### src/rtl/mem_pkg.sv
// Shared encodings for the fetch/data memory port arbiter.
// Latency: n/a (types and constants only).
// Backpressure: n/a.
package mem_pkg;

    // funct3 load-type encodings
    localparam logic [2:0] LT_LB  = 3'b000;
    localparam logic [2:0] LT_LH  = 3'b001;
    localparam logic [2:0] LT_LW  = 3'b010;
    localparam logic [2:0] LT_LBU = 3'b100;
    localparam logic [2:0] LT_LHU = 3'b101;

    // Canonical no-op instruction word
    localparam logic [31:0] NOP_INSN = 32'h0000_0013;

    // Which requester owns the memory port this cycle
    typedef enum logic [1:0] {
        GNT_NONE   = 2'd0,
        GNT_IFETCH = 2'd1,
        GNT_DATA   = 2'd2
    } grant_e;

    // Load types that move a halfword
    function automatic logic is_half_load(input logic [2:0] lt);
        return (lt == LT_LH) || (lt == LT_LHU);
    endfunction

endpackage

### src/rtl/mem_port_arbiter_align.sv
// Misalignment detector for a data-port access (loads by load type, stores by byte enables).
// Latency: purely combinational.
// Backpressure: none; evaluated whenever the caller needs it.
module mem_align_check
    import mem_pkg::*;
(
    input  logic [2:0] load_type_i,
    input  logic [3:0] be_i,
    input  logic [1:0] addr_lo_i,
    input  logic       we_i,
    output logic       err_o
);

    logic half;
    logic word;
    logic bad_be;

    // Classify access size, then test the low address bits against it
    always_comb begin
        half   = 1'b0;
        word   = 1'b0;
        bad_be = 1'b0;
        if (we_i) begin
            unique case (be_i)
                4'b0001, 4'b0010, 4'b0100, 4'b1000: ;
                4'b0011, 4'b1100:                   half   = 1'b1;
                4'b1111:                            word   = 1'b1;
                // Straddling or non-contiguous lanes cannot be a legal aligned store
                default:                            bad_be = 1'b1;
            endcase
        end else begin
            half = is_half_load(load_type_i);
            word = (load_type_i == LT_LW);
        end
        err_o = bad_be || (half && addr_lo_i[0]) || (word && (addr_lo_i != 2'b00));
    end

endmodule

### src/rtl/mem_port_arbiter.sv
// Shares one memory port between instruction fetch and load/store; data wins unless fetch is starved.
// Latency: memory side combinational from the grant; responses registered, valid 1 cycle after accept.
// Backpressure: ready only for the granted requester, one accept per cycle; no response-side stall.
module mem_port_arbiter
    import mem_pkg::*;
#(
    parameter int ADDR_WIDTH = 32,
    parameter int DATA_WIDTH = 32,
    parameter int STARVE_MAX = 4
) (
    input  logic                  clk,
    input  logic                  rst_n,
    input  logic                  i_req_valid,
    output logic                  i_req_ready,
    input  logic [ADDR_WIDTH-1:0] i_addr,
    input  logic                  i_flush,
    output logic                  i_resp_valid,
    output logic [DATA_WIDTH-1:0] i_resp_data,
    input  logic                  d_req_valid,
    output logic                  d_req_ready,
    input  logic [ADDR_WIDTH-1:0] d_addr,
    input  logic                  d_we,
    input  logic [DATA_WIDTH-1:0] d_wdata,
    input  logic [3:0]            d_be,
    input  logic [2:0]            d_load_type,
    output logic                  d_resp_valid,
    output logic [DATA_WIDTH-1:0] d_resp_data,
    output logic                  d_resp_err,
    output logic [ADDR_WIDTH-1:0] mem_addr,
    output logic                  mem_re,
    output logic                  mem_we,
    output logic [DATA_WIDTH-1:0] mem_wdata,
    output logic [3:0]            mem_be,
    output logic [2:0]            mem_load_type,
    input  logic [DATA_WIDTH-1:0] mem_rdata
);

    localparam int             CW   = $clog2(STARVE_MAX + 1);
    localparam logic [CW-1:0]  SMAX = CW'(STARVE_MAX);

    grant_e                gnt_d;
    grant_e                grant_q;
    logic [CW-1:0]         starve_cnt_d;
    logic [CW-1:0]         starve_cnt_q;
    logic                  d_err;
    logic                  i_live_q;
    logic [DATA_WIDTH-1:0] i_data_q;
    logic [DATA_WIDTH-1:0] d_data_q;
    logic                  d_err_q;
    logic                  unused_addr_lo;

    // Fetch addresses are forced word-aligned, so the low bits are intentionally dropped
    assign unused_addr_lo = &{1'b0, i_addr[1:0]};

    mem_align_check u_align (
        .load_type_i (d_load_type),
        .be_i        (d_be),
        .addr_lo_i   (d_addr[1:0]),
        .we_i        (d_we),
        .err_o       (d_err)
    );

    // Pick this cycle's owner; nothing is granted while reset is held so all outputs stay quiet
    always_comb begin
        gnt_d = GNT_NONE;
        if (rst_n) begin
            if ((starve_cnt_q == SMAX) && i_req_valid) begin
                gnt_d = GNT_IFETCH;
            end else if (d_req_valid) begin
                gnt_d = GNT_DATA;
            end else if (i_req_valid) begin
                gnt_d = GNT_IFETCH;
            end
        end
    end

    assign i_req_ready = (gnt_d == GNT_IFETCH);
    assign d_req_ready = (gnt_d == GNT_DATA);

    // Count consecutive refused fetch cycles, saturating so the next chance goes to fetch
    always_comb begin
        starve_cnt_d = '0;
        if (i_req_valid && !i_req_ready) begin
            starve_cnt_d = (starve_cnt_q == SMAX) ? starve_cnt_q : starve_cnt_q + 1'b1;
        end
    end

    // Drive the memory port from the current grant; misaligned data accesses issue nothing
    always_comb begin
        mem_addr      = '0;
        mem_re        = 1'b0;
        mem_we        = 1'b0;
        mem_wdata     = '0;
        mem_be        = 4'b0000;
        mem_load_type = 3'b000;
        unique case (gnt_d)
            GNT_IFETCH: begin
                mem_addr      = {i_addr[ADDR_WIDTH-1:2], 2'b00};
                mem_re        = 1'b1;
                mem_be        = 4'b1111;
                mem_load_type = LT_LW;
            end
            GNT_DATA: begin
                mem_addr      = d_addr;
                mem_re        = !d_we && !d_err;
                mem_we        = d_we && !d_err;
                mem_wdata     = d_wdata;
                mem_be        = d_be;
                mem_load_type = d_load_type;
            end
            default: ;
        endcase
    end

    // Register grant, starvation count and responses; data registers hold when not refreshed
    always_ff @(posedge clk or negedge rst_n) begin
        if (!rst_n) begin
            grant_q      <= GNT_NONE;
            starve_cnt_q <= '0;
            i_live_q     <= 1'b0;
            i_data_q     <= '0;
            d_data_q     <= '0;
            d_err_q      <= 1'b0;
        end else begin
            grant_q      <= gnt_d;
            starve_cnt_q <= starve_cnt_d;
            // A flush in the acceptance cycle kills this fetch's response
            i_live_q     <= (gnt_d == GNT_IFETCH) && !i_flush;
            d_err_q      <= (gnt_d == GNT_DATA) && d_err;
            if (gnt_d == GNT_IFETCH) begin
                i_data_q <= mem_rdata;
            end
            if (gnt_d == GNT_DATA) begin
                d_data_q <= (d_err || d_we) ? '0 : mem_rdata;
            end
        end
    end

    // A flush in the response cycle also suppresses the fetch response
    assign i_resp_valid = i_live_q && !i_flush;
    assign i_resp_data  = i_data_q;
    assign d_resp_valid = (grant_q == GNT_DATA);
    assign d_resp_data  = d_data_q;
    assign d_resp_err   = d_err_q;

endmodule

### config.mk
export PLATFORM = sky130hd
export DESIGN_NAME = mem_port_arbiter
export DESIGN_NICKNAME = d
export VERILOG_FILES = /design/src/rtl/mem_pkg.sv /design/src/rtl/mem_port_arbiter_align.sv /design/src/rtl/mem_port_arbiter.sv
export SDC_FILE = /design/constraint.sdc
export NUM_CORES = 1
export LEC_CHECK = 0
export ABC_CLOCK_PERIOD_IN_PS = 2770
export CAP_MARGIN = 20
export CORE_AREA = 3 3 83 145
export CTS_BUF_LIST = sky130_fd_sc_hd__clkbuf_16
export DETAILED_ROUTE_END_ITERATION = 10
export DIE_AREA = 0 0 86 148
export PLACE_DENSITY = 0.9
export SLEW_MARGIN = 15
export SYNTH_ARGS = -nofsm -noshare
export SYNTH_HDL_FRONTEND = slang
export SYNTH_HIERARCHICAL = 1
export SYNTH_SLANG_ARGS = --single-unit
### constraint.sdc
create_clock -name clk -period 2.77 [get_ports clk]
set_input_delay 0.554 -clock clk [delete_from_list [all_inputs] [get_ports clk]]
set_output_delay 0.554 -clock clk [all_outputs]
set_load 0.02 [all_outputs]
==> impl_metrics.toml <==
[power_and_ir_drop]
post-layout-total-power_mw = 3.90
power_per_cell_area_mw_per_mm2 = 546
vdd_drop_max_mv = 0.612
static-leakage-power_nw = 3.17

[synth]
synthCells = 388
postSynth.asyncResetShare_pct = 100
synthesis.area_mm2 = 0.00371
synth-edff-count = 0
synth-seq-cells = 71
synth_area_per_cell_um2 = 9.56
syn_nets = 535
synth-seq-area-share_pct = 47.9
yosys_warnings = 6
synth_top_flop_cell = "dfrtp_1"
netlist-cell-type-count = 32

[worst_setup_path]
timing.critical_path.fanout_max = 2
cp.required_ns = 2.22
setup.worst_path.start_class = "input port"
reg2regPathDepth = 9
crit_type = "in2out"
cp_data_arrival_time_ns = 2.22
setup.worst_path.end_class = "primary output"

[placed_design]
place.detailed.hpwl_um = 11900
placed_cells = 802
place_area_mm2 = 0.00681
numPortBuffers = 280
final_weighted_congestion_of_routability_driven_global_placement = 0.883

[final_layout]
fin_util_pct = 64.7
final_area_mm2 = 0.00714
layout.cells.most_common_list = "clkdlybuf4s50_1 (192), dfrtp_1 (71), buf_4 (43)"
share_of_post_route_cells_with_drive_strength_above_1_pct = 23.3
synthToLayoutAreaGrowth_pct = 92.6
layout.filler_cells = 868
finalNonFillerCells = 830
finalNetCount = 837
most_frequent_standard_cell_in_the_layout_excluding_fill_and_tap_cells = "clkdlybuf4s50_1"

[status]
failed_checks = "negative setup slack"
outcome = "finished with violations"

[drt]
via_total_after_detailed_routing = 4111
detailedRoute.firstPassIterationCount = 4
avgRoutedWirePerCell_um = 18.6
finalWirelength_um = 15400
detail_route.vias_per_cell = 4.95
dr.first_iter.drc_count = 133
drc = 0
antenna_left = 0

[global_routing]
groute.layer.met3.usage_pct = 7.92
grt.total_usage_pct = 23.6
grt_start_max_net_pins = 37
grtUsageMet2_pct = 43.5
grt_most_used_layer = "met2"
overflow = 0
global_route.usage.met1_pct = 21.7
antenna_violations_before_repair = 3
global_route_wire_length_before_repair_um = 23300
grt_pass1_vias = 4467

[timing]
timing.final.crit_share_pct = 100
fin_tns_setup_ns = -0.00255
timing_worst_slew_pin_value_ns = 0.449
worst_slew_margin_rel_pct = 70.1
slew_violations = 0
clock-skew-final_ns = 0.00699
layout_setup_ws_ns = -0.00255
period_needed_ns = 2.77
rsz0062_at_grt = "yes"
fmax_ghz = 0.361
report.final.setup_viol = 1
final_hold_viol_count = 0

[clocking]
clkLatencyLatePin_ns = 0.33
cts_tree = "built"
ctsLongestPathBuffers = 2
clock_sink_count = 71
clock_transition_at_the_register_clock_pins_on_the_worst_setup_and_hold_paths_after_cts_ns = 0.06
htree_levels = 3
cts_made_buffers = 9
holdBufCountCts = 0
ctsRootBufferMaster = "clkbuf_16"

[floorplanning]
design.portCount = 283
start_util_pct = 33.6
floorplan.die.height_um = 148
fp-row-count = 51
die-area_mm2 = 0.0127
die-width_um = 86
core_area_mm2 = 0.0110

[min_path]
hold_path.class = "in2async"

[run]
max_cap_violations = 0
[report_power, final]
group / internal [mW] / total [mW] / leakage [nW] / switching (mW)
logic: 0.703 / 1.34 / 2.11 / 0.635
registers: 1.21 / 1.30 / 0.902 / 0.0976
clock network: 0.800 / 1.26 / 0.158 / 0.459
[layer usage]
layer  vias to the layer above  wire length, um
met4                         0              677
li1                       1916                -
met5                         -                0
met2                       214             8420
met3                        33             1390
met1                      1948             4950
[worst paths after layout]
check	to	slack [ns]	start
setup / recovery	mem_re	-0.003	d_load_type[1]
hold / removal	grant_q[1]$_DFF_PN0_	0.29	rst_n
setup reg to reg	i_resp_data[11]$_DFFE_PN0N_	0.68	starve_cnt_q[1]$_DFFE_PN0P_
hold reg to reg	i_resp_data[20]$_DFFE_PN0N_	0.51	i_resp_data[20]$_DFFE_PN0N_
max in group asynchronous	d_resp_data[14]$_DFFE_PN0N_	1.53	rst_n
min in group clk	i_resp_data[20]$_DFFE_PN0N_	0.51	i_resp_data[20]$_DFFE_PN0N_
[cell families after synthesis]
kind of cell / synth area share [%]
AOI/OAI and AO/OA: 13.0
xor gates and xnor gates: 0.236
adders and majority gates: 2.02
buffers and inverters: 8.23
DFF: 47.9
muxes: 10.4
and+or+nand+nor: 18.3
[registers in the layout, summed over array words and instances (netlist names)]
register and count:
starve_cnt_q 3, d_resp_err 1, grant_q 2, i_live_q 1, i_resp_data 32, d_resp_data 32
[metrics by stage]
stage | hold slack (ns) | setup slack [ns]
floorplan | 0.258 | 0.217
global placement | 0.491 | -0.371
detailed placement | 0.495 | -0.393
CTS | 0.264 | -0.103
global route | 0.300 | -0.0507
finish | 0.287 | -0.00255
[cell usage after synthesis, types with 2 or more instances]
cell type	count	area, um^2
dfrtp_1	71	1780
nor2_1	38	143
and2_1	37	231
inv_1	37	139
nand3_1	36	180
o21ai_0	33	165
mux2_2	32	360
a22oi_1	30	225
clkbuf_1	12	45.0
buf_2	10	50.1
a21oi_1	9	45.0
ha_1	6	75.1
buf_4	5	37.5
nor2b_1	5	31.3
and3_1	3	18.8
buf_6	3	33.8
nand2_1	3	11.3
o21ai_1	3	15.0
a31oi_1	2	12.5
[critical path, stage by stage]
cell and delay (ns):
dlygate4sd2_1 0.24, nor3b_2 0.16, a31oi_1 0.18, o21ai_1 0.12
a32o_2 0.25, or3b_4 0.39, a21oi_4 0.17, buf_6 0.15
[area by class of cell]
| cell class | count | area (um^2) | share of cell area (%) |
|---|---|---|---|
| Inverter | 37 | 139 | 1.94 |
| Timing Repair Buffer | 321 | 2980 | 41.7 |
| Tap cell | 132 | 165 | 2.31 |
| Antenna cell | 3 | 7.51 | 0.105 |
| Multi-Input combinational cell | 250 | 1740 | 24.4 |
| Clock inverter | 7 | 105 | 1.47 |
| Clock buffer | 9 | 225 | 3.15 |
| Sequential cell | 71 | 1780 | 24.9 |
[what timing repair did]
item                       in CTS  in global routing
buffers inserted                4                  3
gates cloned                    2                  0
resized for setup             183                 64
setup endpoints to repair      74                 47
pin swaps                       6                  4
Power figures use the tool's default switching activity.
